[src/rtl/rvc_fetch_ctrl.sv]
// rvc_fetch_ctrl: halfword-aligned fetch PC, I-cache word address, halfword
// select and stitching of word-straddling 32-bit instructions; one raw
// instruction per cycle with PC and compressed flag (1-cycle latency).
// Compressed handling is built only when RVC_FETCH_EN is defined; otherwise
// every fetched word is issued as one 32-bit instruction.
// Ports:
//   clk, rst_n            clock, synchronous active-low reset
//   icache_req_o          read request (low while in reset)
//   icache_addr_o[29:0]   word address (byte address [31:2])
//   icache_rdata_i[31:0]  returned word, cache byte order (byte 0 in [31:24])
//   icache_stall_i        cache miss, rdata invalid this cycle
//   pipe_stall_i          downstream hold
//   redirect_i            jump/branch/flush
//   redirect_pc_i[31:0]   redirect target byte address
//   instr_o[31:0]         raw instruction (16-bit forms zero-extended)
//   instr_valid_o         instr_o / instr_pc_o / is_compress_o valid
//   is_compress_o         instr_o[15:0] is a 16-bit instruction
//   instr_pc_o[31:0]      byte PC of instr_o
module rvc_fetch_ctrl #(
   parameter logic [31:0] RESET_PC = 32'h0000_0000
) (
   input  logic        clk,
   input  logic        rst_n,
   output logic        icache_req_o,
   output logic [29:0] icache_addr_o,
   input  logic [31:0] icache_rdata_i,
   input  logic        icache_stall_i,
   input  logic        pipe_stall_i,
   input  logic        redirect_i,
   input  logic [31:0] redirect_pc_i,
   output logic [31:0] instr_o,
   output logic        instr_valid_o,
   output logic        is_compress_o,
   output logic [31:0] instr_pc_o
);

   logic [31:1] fpc_q;
   logic [31:0] instr_q;
   logic        valid_q;
   logic [31:0] pc_q;
   logic [31:0] w;
   logic        stall_any;

   // Cache delivers byte 0 in the top byte; swap to little-endian order.
   assign w = {icache_rdata_i[7:0],   icache_rdata_i[15:8],
               icache_rdata_i[23:16], icache_rdata_i[31:24]};

   assign stall_any    = icache_stall_i | pipe_stall_i;
   assign icache_req_o = rst_n;

   assign instr_o       = instr_q;
   assign instr_valid_o = valid_q;
   assign instr_pc_o    = pc_q;

`ifdef RVC_FETCH_EN

   typedef enum logic {FETCH, SPLIT} state_e;

   state_e      state_q;
   logic [15:0] buf_q;
   logic        cmp_q;
   logic [15:0] h;
   logic        unused_ok;

   assign unused_ok     = redirect_pc_i[0];
   assign h             = fpc_q[1] ? w[31:16] : w[15:0];
   assign is_compress_o = cmp_q;

   // In SPLIT the upper half of the instruction lives in the next word.
   assign icache_addr_o = (state_q == SPLIT) ? fpc_q[31:2] + 30'd1
                                             : fpc_q[31:2];

   always_ff @(posedge clk) begin
      if (!rst_n) begin
         fpc_q   <= RESET_PC[31:1];
         state_q <= FETCH;
         buf_q   <= 16'h0;
         instr_q <= 32'h0;
         valid_q <= 1'b0;
         cmp_q   <= 1'b0;
         pc_q    <= 32'h0;
      end else if (redirect_i) begin
         fpc_q   <= redirect_pc_i[31:1];
         state_q <= FETCH;
         buf_q   <= 16'h0;
         valid_q <= 1'b0;
         cmp_q   <= 1'b0;
      end else if (pipe_stall_i) begin
         fpc_q <= fpc_q;
      end else if (stall_any) begin
         valid_q <= 1'b0;
      end else begin
         unique case (state_q)
            FETCH: begin
               if (w == 32'h0 && !fpc_q[1]) begin
                  // All-zero aligned word: issued as a 32-bit bubble.
                  instr_q <= 32'h0;
                  valid_q <= 1'b1;
                  cmp_q   <= 1'b0;
                  pc_q    <= {fpc_q, 1'b0};
                  fpc_q   <= fpc_q + 31'd2;
               end else if (h[1:0] != 2'b11) begin
                  instr_q <= {16'h0, h};
                  valid_q <= 1'b1;
                  cmp_q   <= 1'b1;
                  pc_q    <= {fpc_q, 1'b0};
                  fpc_q   <= fpc_q + 31'd1;
               end else if (!fpc_q[1]) begin
                  instr_q <= w;
                  valid_q <= 1'b1;
                  cmp_q   <= 1'b0;
                  pc_q    <= {fpc_q, 1'b0};
                  fpc_q   <= fpc_q + 31'd2;
               end else begin
                  // Lower half parked; upper half arrives next word.
                  buf_q   <= w[31:16];
                  state_q <= SPLIT;
                  valid_q <= 1'b0;
               end
            end
            SPLIT: begin
               instr_q <= {w[15:0], buf_q};
               valid_q <= 1'b1;
               cmp_q   <= 1'b0;
               pc_q    <= {fpc_q, 1'b0};
               fpc_q   <= fpc_q + 31'd2;
               state_q <= FETCH;
            end
            default: state_q <= FETCH;
         endcase
      end
   end

`else

   logic unused_ok;

   assign unused_ok     = ^redirect_pc_i[1:0];
   assign is_compress_o = 1'b0;
   assign icache_addr_o = fpc_q[31:2];

   always_ff @(posedge clk) begin
      if (!rst_n) begin
         fpc_q   <= {RESET_PC[31:2], 1'b0};
         instr_q <= 32'h0;
         valid_q <= 1'b0;
         pc_q    <= 32'h0;
      end else if (redirect_i) begin
         fpc_q   <= {redirect_pc_i[31:2], 1'b0};
         valid_q <= 1'b0;
      end else if (pipe_stall_i) begin
         fpc_q <= fpc_q;
      end else if (stall_any) begin
         valid_q <= 1'b0;
      end else begin
         instr_q <= w;
         valid_q <= 1'b1;
         pc_q    <= {fpc_q, 1'b0};
         fpc_q   <= fpc_q + 31'd2;
      end
   end

`endif

endmodule

[config.mk]
export PLATFORM = sky130hd
export DESIGN_NAME = rvc_fetch_ctrl
export DESIGN_NICKNAME = d
export VERILOG_FILES = /design/src/rtl/rvc_fetch_ctrl.sv
export SDC_FILE = /design/constraint.sdc
export NUM_CORES = 1
export LEC_CHECK = 0
export CAP_MARGIN = 20
export CELL_PAD_IN_SITES_DETAIL_PLACEMENT = 1
export CELL_PAD_IN_SITES_GLOBAL_PLACEMENT = 1
export CORE_MARGIN = 10
export CORE_UTILIZATION = 28
export DETAILED_ROUTE_END_ITERATION = 8
export GPL_ROUTABILITY_DRIVEN = 1
export PLACE_DENSITY_LB_ADDON = 0.1
export SYNTH_ARGS = -nofsm -noshare
export SYNTH_HDL_FRONTEND = slang
export SYNTH_SLANG_ARGS = --single-unit
[constraint.sdc]
create_clock -name clk -period 2.35 [get_ports clk]
set_input_delay 0.47 -clock clk [delete_from_list [all_inputs] [get_ports clk]]
set_output_delay 0.47 -clock clk [all_outputs]
set_load 0.02 [all_outputs]
==> results <==
logic make-up after synthesis:
logic type / after synthesis / share of synthesized area [%]
simple gates: 231 / 26.4
compound gates: 117 / 20.3
flops: 93 / 45.5
buf+inv: 45 / 4.56
xor+xnor: 12 / 2.57
fa+ha+maj: 1 / 0.306
other cells: 1 / 0.0917
mux: 1 / 0.245
layout make-up:
cell class	instances	area share, %
tap	184	3.63
multi-input combinational	365	32.5
sequential	93	29.4
clock inverter	2	0.552
inverter	5	0.296
timing repair buffer	194	29.8
clock buffer	13	3.78
path summary, 6_finish.rpt:
kind / startpoint / endpoint / slack [ps] / cells after the start
worst min-delay path: instr_o[15]$_SDFFE_PN0P_ / instr_o[15]$_SDFFE_PN0P_ / 460 / 2
worst min register to register: instr_o[15]$_SDFFE_PN0P_ / instr_o[15]$_SDFFE_PN0P_ / 460 / 2
worst max-delay path: fpc_q[2]$_SDFFE_PN0P_ / fpc_q[28]$_SDFFE_PN0P_ / 200 / 5
worst max register to register: fpc_q[2]$_SDFFE_PN0P_ / fpc_q[28]$_SDFFE_PN0P_ / 200 / 5
metal layers:
layer	GRT usage (%)	share of wire [%]	vias up	wire (um)
met5	0	0.11	-	16
met4	4.67	1.4	2	203
met3	5.34	7.2	15	1060
met2	23.4	45	107	6720
met1	18.0	46	1921	6770
li1	-	-	2058	-
placed cells by master (no fill, tap or decap), types with 3 or more instances in the layout:
cell type	n
clkdlybuf4s50_1	157
nand2_1	139
dfxtp_1	91
a21boi_0	62
buf_4	31
o21ai_0	20
nand4_1	11
nor3_1	11
xnor2_1	10
nor2_1	10
nand3_1	10
clkbuf_16	9
nor4_1	8
a21oi_1	8
nand2b_1	7
o211a_1	5
inv_1	5
or3_1	5
a211oi_1	5
or2_2	4
and4_1	4
a31oi_1	4
or4_1	4
clkbuf_1	4
and2_1	3
and3_1	3
o311a_1	3
conb_1	3
buf_12	3
metrics by stage:
step / instance area [um2] / std cells
floorplan: 4100 / 503
global placement: 6060 / 841
detailed placement: 6060 / 841
CTS: 6340 / 856
global route: 6350 / 856
finish: 6350 / 856
power by group through the flow:
| stage | registers, uW | clock network [uW] | logic, uW |
|---|---|---|---|
| 6_report | 1700 | 1420 | 597 |
| 5_1_grt | 1710 | 1540 | 650 |
| 4_1_cts | 1700 | 1480 | 611 |
| 3_5_place_dp | 1730 | 0 | 607 |
| 3_3_place_gp | 1730 | 0 | 596 |
| 2_1_floorplan | 1810 | 0 | 178 |
state kept, by name, indices dropped and copies added, names as in the netlist:
name           cells
instr_o           32
instr_valid_o      1
instr_pc_o        30
fpc_q             30
critical path: cells and delay by family, from the launching register on:
kind | cells | cell delay (ps)
and+or+nand+nor | 3 | 1380
DFF | 1 | 330
AOI/OAI and AO/OA | 1 | 190
adders and majority gates | 1 | 160
repair_timing:
| action | 4_1_cts | 5_1_grt |
|---|---|---|
| pin swaps | 0 | 1 |
| setup endpoints to repair | 2 | 3 |
| resized for setup | 1 | 3 |
==> metrics.cfg <==
[floorplan]
initial_utilization_pct = 28.4
dieHeight_um = 141
io_pins = 166
coreArea_mm2 = 0.0144
rows = 44
design.die.area_mm2 = 0.0198
fp.dieW_um = 141

[worst_setup_path]
cp.arrival_ps = 2410
worstPathMaxFanout = 8
critPathLaunchType = register
crit_path_cell_trace = ha_1, or3b_1, or4_4, or3_1, a211oi_1
path_class = reg2reg
slowest_stage = or4_4
end_kind = register
worstPathRequired_ps = 2610
max_stage_delay_ps = 620

[timing]
relSlewSlack_pct = 56.4
clock_skew_ps = 8.42
max_freq_mhz = 465
setup_violations = 0
fin_crit_sh_pct = 91.4
grt_setup_unrepaired = false
tns_ps = 0
period_minus_slack_ps = 2150
final_max_slew_viol_count = 0
worstMarginPinSlew_ps = 648
setup_ws_ps = 201
finalHoldViolCount = 0
holdWs_ps = 465

[placement]
globalplace.congestion = 0.779
place_ws_ps = -404
io_buffers = 160
place_hpwl_um = 10800

[finish]
multi_input_area_mm2 = 0.00207
fillers = 1723
regArea_mm2 = 0.00186
post-route-util_pct = 44.0
post_route_cells_drive_above_1_share_pct = 8.63
area_growth_pct = 55.2
final_nets = 738
antennaDiodeCount = 0

[yosys]
synth_edf_count = 0
synth_warnings = 0
async_reset_ff_share_pct = 0
synth.avg_cell_area_um2 = 8.17
synth_area_mm2 = 0.00409
yosysTopAreaCell = dfxtp_1
synth_top_area_share_pct = 45.5
synth_most_common_cell = nand2_1
synth.distinct_cells = 44
yosysSeqAreaShare_pct = 45.5
synthTopCellsByArea = dfxtp_1 (46%), nand2_1 (13%), a21boi_0 (11%), clkbuf_1 (3.1%), o21ai_0 (2.4%)
synthFlopType = dfxtp_1
ys_seq_elements = 93
synthCells = 501
netlist_top_cells_count = nand2_1 (140), dfxtp_1 (93), a21boi_0 (62)

[clocking]
clock_latency_ps = 350
clk_pin_slew_ps = 60
postCtsSetupBuffers = 0
cts.path.max_buffers = 2
h-tree-depth = 3
hold_buffers = 0
cts_root_buf = clkbuf_16
cts-buffers-inserted = 9
clock-sinks = 93
cts_tree = yes

[min_path]
hp-class = reg2reg

[route]
drt_iter0_drc = 128
vias = 4103
routedWlPerCell_um = 17.3
drt-vias-per-instance = 4.79
drc = 0
wirelength_um = 14800
first_pass_iters = 4
ant_nets = 0

[power]
power_density_mw_per_mm2 = 585
p_seq_share_pct = 45.6
power.share.clock_pct = 38.3
p_total_uw = 3710
vdd_ir_drop_max_uv = 406
p_int_uw = 2770
sw_frac_of_total_pct = 25.3
p_sw_uw = 941
leakage_uw = 0.00222
combPwrFrac_pct = 16.1

[global_routing]
grt_first_pass_wirelength_um = 23700
grt_use_total_pct = 14.7
grt_overflow_total = 0
grt_max_degree = 100
antenna_found_initial = 1
grt_pass1_vias = 4280

[run]
cap_violations = 0

[run_status]
status = finished, final reports clean

Note: power is estimated with default switching activity, not from simulation.
